`config.mk`:
```
export PLATFORM = sky130hd
export DESIGN_NAME = mxv_result_tx
export DESIGN_NICKNAME = d
export VERILOG_FILES = /design/src/rtl/mxv_result_tx.sv
export SDC_FILE = /design/constraint.sdc
export NUM_CORES = 1
export LEC_CHECK = 0
export ABC_CLOCK_PERIOD_IN_PS = 5900
export BUFFER_PORTS_ARGS = -buffer_cell sky130_fd_sc_hd__buf_2
export CORE_MARGIN = 2
export CORE_UTILIZATION = 30
export DETAILED_ROUTE_END_ITERATION = 12
export SLEW_MARGIN = 30
export SYNTH_ARGS = -nofsm -noshare
export SYNTH_HDL_FRONTEND = slang
export SYNTH_SLANG_ARGS = --single-unit
```
`constraint.sdc`:
```
create_clock -name clk -period 5.9 [get_ports clk]
set_input_delay 0 -clock clk [delete_from_list [all_inputs] [get_ports clk]]
set_output_delay 0 -clock clk [all_outputs]
set_load 0.02 [all_outputs]
```
`src/rtl/mxv_result_tx.sv`:
```
// Frames a captured MxV result vector as HDR, n, results (MSB byte first), TRL and feeds the UART TX.
// Latency: first TX_START 2 cycles after LOAD; each later TX_START 2 cycles after the previous TX_DONE.
// Backpressure: one byte in flight; the next byte waits for TX_DONE, and LOAD is ignored while busy.
module mxv_result_tx #(
    parameter int         MAX_N    = 8,
    parameter int         RES_W    = 16,
    parameter logic [7:0] HDR_BYTE = 8'hFE,
    parameter logic [7:0] TRL_BYTE = 8'hEF
) (
    input  logic                   clk,
    input  logic                   rst,
    input  logic                   LOAD,
    input  logic [3:0]             N_SIZE,
    input  logic [MAX_N*RES_W-1:0] RESULTS,
    input  logic                   TX_DONE,
    output logic [7:0]             TX_DATA,
    output logic                   TX_START,
    output logic                   BUSY,
    output logic                   FRAME_DONE
);

    localparam int BPE   = RES_W / 8;
    localparam int BUF_W = MAX_N * RES_W;

    typedef enum logic [1:0] {S_IDLE, S_ISSUE, S_WAIT, S_DONE} state_t;

    state_t             state, state_nxt;
    logic [7:0]         k, k_nxt;
    logic [3:0]         n, n_nxt;
    logic [BUF_W-1:0]   res_buf, res_buf_nxt;
    logic [7:0]         last_k;
    logic [7:0]         cur_byte;
    logic [7:0]         tx_data_nxt;
    logic               tx_start_nxt, busy_nxt, frame_done_nxt;
    int                 off, elem, pos;

    assign last_k = 8'(int'(n) * BPE + 2);

    // Payload byte k maps to element (k-2)/BPE, counting bytes from the element's MSB.
    always_comb begin
        off      = int'(k) - 2;
        elem     = off / BPE;
        pos      = elem * RES_W + (BPE - 1 - (off % BPE)) * 8;
        cur_byte = 8'h00;
        if (k == 8'd0)
            cur_byte = HDR_BYTE;
        else if (k == 8'd1)
            cur_byte = {4'b0000, n};
        else if (k == last_k)
            cur_byte = TRL_BYTE;
        else if (elem < MAX_N)
            cur_byte = res_buf[pos +: 8];
    end

    always_comb begin
        state_nxt      = state;
        k_nxt          = k;
        n_nxt          = n;
        res_buf_nxt    = res_buf;
        tx_data_nxt    = TX_DATA;
        tx_start_nxt   = 1'b0;
        busy_nxt       = BUSY;
        frame_done_nxt = 1'b0;
        case (state)
            S_IDLE: begin
                if (LOAD) begin
                    res_buf_nxt = RESULTS;
                    n_nxt       = (int'(N_SIZE) > MAX_N) ? 4'(MAX_N) : N_SIZE;
                    k_nxt       = 8'd0;
                    busy_nxt    = 1'b1;
                    state_nxt   = S_ISSUE;
                end
            end
            S_ISSUE: begin
                tx_data_nxt  = cur_byte;
                tx_start_nxt = 1'b1;
                state_nxt    = S_WAIT;
            end
            S_WAIT: begin
                if (TX_DONE) begin
                    if (k == last_k) begin
                        frame_done_nxt = 1'b1;
                        state_nxt      = S_DONE;
                    end else begin
                        k_nxt     = k + 8'd1;
                        state_nxt = S_ISSUE;
                    end
                end
            end
            S_DONE: begin
                busy_nxt  = 1'b0;
                state_nxt = S_IDLE;
            end
            default: state_nxt = S_IDLE;
        endcase
    end

    always_ff @(posedge clk or negedge rst) begin
        if (!rst) begin
            state      <= S_IDLE;
            k          <= 8'd0;
            n          <= 4'd0;
            res_buf    <= '0;
            TX_DATA    <= 8'h00;
            TX_START   <= 1'b0;
            BUSY       <= 1'b0;
            FRAME_DONE <= 1'b0;
        end else begin
            state      <= state_nxt;
            k          <= k_nxt;
            n          <= n_nxt;
            res_buf    <= res_buf_nxt;
            TX_DATA    <= tx_data_nxt;
            TX_START   <= tx_start_nxt;
            BUSY       <= busy_nxt;
            FRAME_DONE <= frame_done_nxt;
        end
    end

endmodule

```
# == Word level (Yosys, flattened, before mapping) ==
# Cells that the tools add are included.
# word_totals
output_inout_bits,11
rom_bits,0
regBits,153
ramBits,0
elab_cells,53
latch_bits,0
n_memories,0
# op_classes
n_eq_ne,8
n_bitwise,1
n_mul,0
n_div,0
addsub,6
muxes,19
shift,1
n_lt_le_gt_ge,2
reduce_logical,8
# op_table
cell,n
128-bit by 32-bit variable part select with 8-bit output,1
8-bit two-way mux,7
32-bit by 1-bit adder with 32-bit output,1
32-bit by 6-bit adder with 32-bit output,1
32-bit by 5-bit < comparator with 1-bit output (second input constant),1
8-bit case mux with 2 select lines,1
8-bit by 2-bit subtractor with 9-bit output (second input constant),1
8-bit by 1-bit adder with 8-bit output (second input constant),1
8-bit by 1-bit == test with 1-bit output (second input constant),1
8-bit by 6-bit == test with 1-bit output,1
8-bit zero test,1
2-bit case mux with 4 select lines,1
5-bit by 2-bit adder with 6-bit output (second input constant),1
2-bit two-way mux,3
2-bit inequality test (second input constant),3
2-bit AND reduction,3
1-bit two-way mux,5
2-bit == test (second input constant),2
4-bit greater-than comparator (second input constant),1
4-bit two-way mux,1
4-bit AND reduction,1
2-bit nonzero test,2
2-bit by 2-bit subtractor with 3-bit output (first input constant),1
2-bit by 1-bit == test with 1-bit output (second input constant),1
other kinds (3),3

# == Logic depth before layout (Yosys ltp) ==
# depth
word_depth,9
depth_mapped,16
depth_no_buf,15

# == Worst setup path after synthesis ==
# Ideal clock, no wire load.
# synth_path
kind,register to register
startpoint,register k[5]
endpoint,register TX_DATA[0]
stages_incl_launch_ff,13
slack_ps,1816
n_path_buf,2
arrival_time_ps,3992
path_cell_list,dfrtp_1 -> buf_6 -> or3_1 -> buf_6 -> nor4_1 -> nand3_1 -> ha_1 -> nor4b_1 -> nand4_1 -> nor4_1 -> o211ai_1 -> a211o_4 -> o31ai_2
# synth_via
elab_chain_cells,9
# synth_lines
element,line,rtl
from (decl),28,"logic [7:0] k, k_nxt;"
from (signal assigned),110,k <= k_nxt;
8-bit by 2-bit subtractor with 9-bit output,41,off = int'(k) - 2;
1-bit bitwise AND (no source line),-,
32-bit by 1-bit adder with 32-bit output (no source line) / 2-bit by 2-bit subtractor with 3-bit output (equally long branches),-,
32-bit by 6-bit adder with 32-bit output,43,pos = elem * RES_W + (BPE - 1 - (off % BPE)) * 8;
128-bit by 32-bit variable part select with 8-bit output,52,cur_byte = res_buf[pos +: 8];
8-bit two-way mux,51,else if (elem < MAX_N)
8-bit two-way mux,49,else if (k == last_k)
8-bit two-way mux,47,else if (k == 8'd1)
8-bit two-way mux (*),45,if (k == 8'd0)
to (signal assigned),113,TX_DATA <= tx_data_nxt;
to (decl),16,"output logic [7:0] TX_DATA,"
# Mark *: on every way between the ends. The rest lies on a longest branch, timed or not.
# A chain may end at the register's enable or synchronous reset.

# == Worst setup path after layout ==
# layout_path
startpoint,register k[3]
endpoint,register TX_DATA[1]
# The elaborated chain is that of the path after synthesis.

==> flow_summary.yaml <==
clock_tree:
  root_buffer: "clkbuf_16"
  tritoncts: "yes"
  cts_buffers: 17
  postCtsSetupBuffers: 0
  cts_buffer_depth: 2
  cts_resized: 0
  cts.htree.levels: 4
  clock_latency_ns: 0.43
  cts.clk_slew.worst_paths_ns: 0.07
  cts_sinks: 153
finish:
  final_cell_mix: "dfrtp_1 (153), buf_2 (145), dlygate4sd3_1 (137)"
  fin_nets: 1092
  syn2layout_area_growth_pct: 38.2
  nFillCells: 2483
  final_common_cell: "dfrtp_1"
  antennaDiodeCount: 0
  drive_gt1_share_pct: 35.4
  final_area_um2: 10900
pwr:
  power_mw: 5.82
  p_per_area_nw_per_um2: 532
  max-vdd-ir-drop_mv: 0.262
  leakage_nw: 4.78
sta:
  relSlewSlack_pct: 39.9
  final_hold_viol_count: 0
  worst_slew_pin_slew_ns: 0.902
  slew_violations: 0
  max_freq_mhz: 251
  fin_crit_ns: 3.99
  tns_ns: 0
  rsz0062_at_grt: "no"
  fin_crit_sh_pct: 67.6
  finalSetupViolCount: 0
  clock_skew_ns: 0.0133
setup_path:
  critPathRequiredTime_ns: 6.23
  cp-end-kind: "flip-flop"
  arrival_ns: 4.32
  critPathMaxFanout: 14
  crit_type: "flip-flop to flip-flop"
  cp-start-kind: "flip-flop"
logic_synthesis:
  synth-main-ff-cell: "dfrtp_1"
  async_flop_share_pct: 100
  synth-edff-count: 0
  ys_ff_latch: 153
  yosysTopAreaCell: "dfrtp_1"
  synth.top_cell.area_share_pct: 48.4
  ys_seq_area_share_pct: 48.4
  synth_area_leaders: "dfrtp_1 (48%), mux2_2 (18%), mux4_2 (4.3%)"
  ys_warn_count: 0
  synth_nets: 823
  yosysUniqueCellTypes: 60
  avgSynthCellArea_um2: 11.8
  netlist_area_um2: 7910
  synth_cells: 669
floorplan:
  rows: 59
  start_util_pct: 30.5
  die_w_um: 166
  core-area_um2: 26000
  die-area_um2: 27700
  ios: 147
  die_h_um: 166
detailed_routing:
  wl_per_cell_um: 18.2
  route.detailed.drc: 0
  ant_nets: 0
  vias: 6242
  first_pass_iters: 5
  via_per_inst: 4.86
  initialDrtViolationCount: 347
  drt_wl_total_mm: 23.3
min_path:
  min_path_type: "primary input to asynchronous set/reset pin"
global_route:
  antenna_found_initial: 0
  grt-ovfl-total: 0
  grt_max_degree: 149
  grt_pass1_vias: 6593
  grt_pass1_wl_mm: 37.4
  grt_usage_pct: 17.3
placement:
  place.gp.congestion: 0.873
  io_buffers: 146
  post_dp_cell_area_um2: 8970
  dp_hpwl_mm: 15.8
flow_run:
  max_cap_viol_count: 0
status:
  status: "complete, no violations"
report_power, final:
part	leakage [nW]	switching, mW	internal, mW
clock	0.272	0.443	0.631
sequential	1.81	0.340	1.55
combinational	2.70	1.50	1.36
total	4.78	2.28	3.54
repair_timing:
action | CTS | global route
hold buffers | 137 | 0
hold endpoints to repair | 217 | 0
endpoints found under the setup margin | 0 | 0
sequential cells by signal (all words and copies together) (netlist names):
name,flops
n,4
k,8
FRAME_DONE,1
TX_START,1
TX_DATA,8
res_buf,128
BUSY,1
state,2
synth_stat cells (2+ instances only):
cell / instances
o31ai_2: 2
nand3_1: 22
or4_1: 2
nand2b_1: 5
o31ai_1: 2
o311ai_0: 2
nand4_1: 9
nand3b_1: 7
a31oi_1: 7
dfrtp_1: 153
and3_1: 3
nand4b_1: 3
nor4_1: 5
o21a_1: 3
xor2_1: 12
o22ai_1: 7
mux2_2: 125
nor4b_1: 4
a221oi_1: 2
clkbuf_1: 34
nor3_1: 11
nor2_1: 28
nand2_1: 55
mux4_2: 15
xnor2_1: 8
a211oi_1: 4
buf_2: 2
nor2b_1: 3
a21oi_1: 9
o221ai_1: 3
buf_6: 2
inv_1: 21
and2_1: 3
or2_2: 3
o21ai_0: 24
or3_1: 2
mux2i_1: 22
ha_1: 18
clkinv_1: 2
a22oi_1: 3
o2bb2ai_1: 3
cell families after synthesis:
kind of cell / synth area share (%)
multiplexers: 24.8
flip-flops: 48.4
XOR/XNOR: 2.51
adder cells (fa/ha/maj): 2.85
AND/OR/NAND/NOR: 11.0
AO/OA/AOI/OAI: 7.18
buffers and inverters: 3.26
worst max-delay path, stage by stage, from the launching register on:
cell	delay, ns
dfrtp_1	0.53
nor4b_1	0.56
nand2_1	0.21
inv_1	0.17
ha_1	0.21
nand2_1	0.11
a2111oi_4	0.39
nand2_1	0.11
ha_1	0.22
nor4b_1	0.27
nand4_1	0.13
nor4_1	0.18
o211ai_1	0.15
a211o_4	0.43
o31ai_2	0.24
layout make-up:
type	count	area (µm²)	area share (%)
multi-input cells	453	3850	35.2
flip-flops and latches	153	3830	35.0
repair buffers	290	2180	20.0
clock buffers	20	447	4.08
well taps	335	419	3.83
clock inverters	11	124	1.13
inverters	23	86.3	0.789
final timing paths:
check / startpoint / endpoint / slack (ns) / cells after the start
hold / removal: rst / res_buf[18]$_DFFE_PN0P_ / 0.18 / 2
max in group asynchronous: rst / TX_DATA[4]$_DFFE_PN0P_ / 4.61 / 3
setup / recovery: k[3]$_DFFE_PN0P_ / TX_DATA[1]$_DFFE_PN0P_ / 1.91 / 14
setup reg to reg: k[3]$_DFFE_PN0P_ / TX_DATA[1]$_DFFE_PN0P_ / 1.91 / 14
hold reg to reg: res_buf[72]$_DFFE_PN0P_ / res_buf[72]$_DFFE_PN0P_ / 0.50 / 1
min in group clk: RESULTS[77] / res_buf[77]$_DFFE_PN0P_ / 0.33 / 4
through the flow:
| step | utilization, % | cells | hold slack [ns] | setup WS (ns) |
|---|---|---|---|---|
| 4_1_cts | 42.0 | 1284 | 0.216 | 1.71 |
| 3_5_place_dp | 34.5 | 1116 | 0.108 | 1.73 |
| 3_3_place_gp | 34.5 | 1116 | 0.113 | 1.76 |
| 6_report | 42.1 | 1285 | 0.175 | 1.91 |
| 5_1_grt | 42.1 | 1285 | 0.269 | 1.48 |
| 2_1_floorplan | - | 669 | -0.296 | 1.82 |
metal layers:
layer / track usage (%) / vias up / wire [µm]
li1: - / 2964 / -
met1: 22.5 / 3071 / 10400
met2: 28.9 / 175 / 11300
met3: 3.31 / 32 / 990
met4: 6.18 / 0 / 588
met5: 0 / - / 0
No activity file was read; power rests on OpenSTA's default activity.
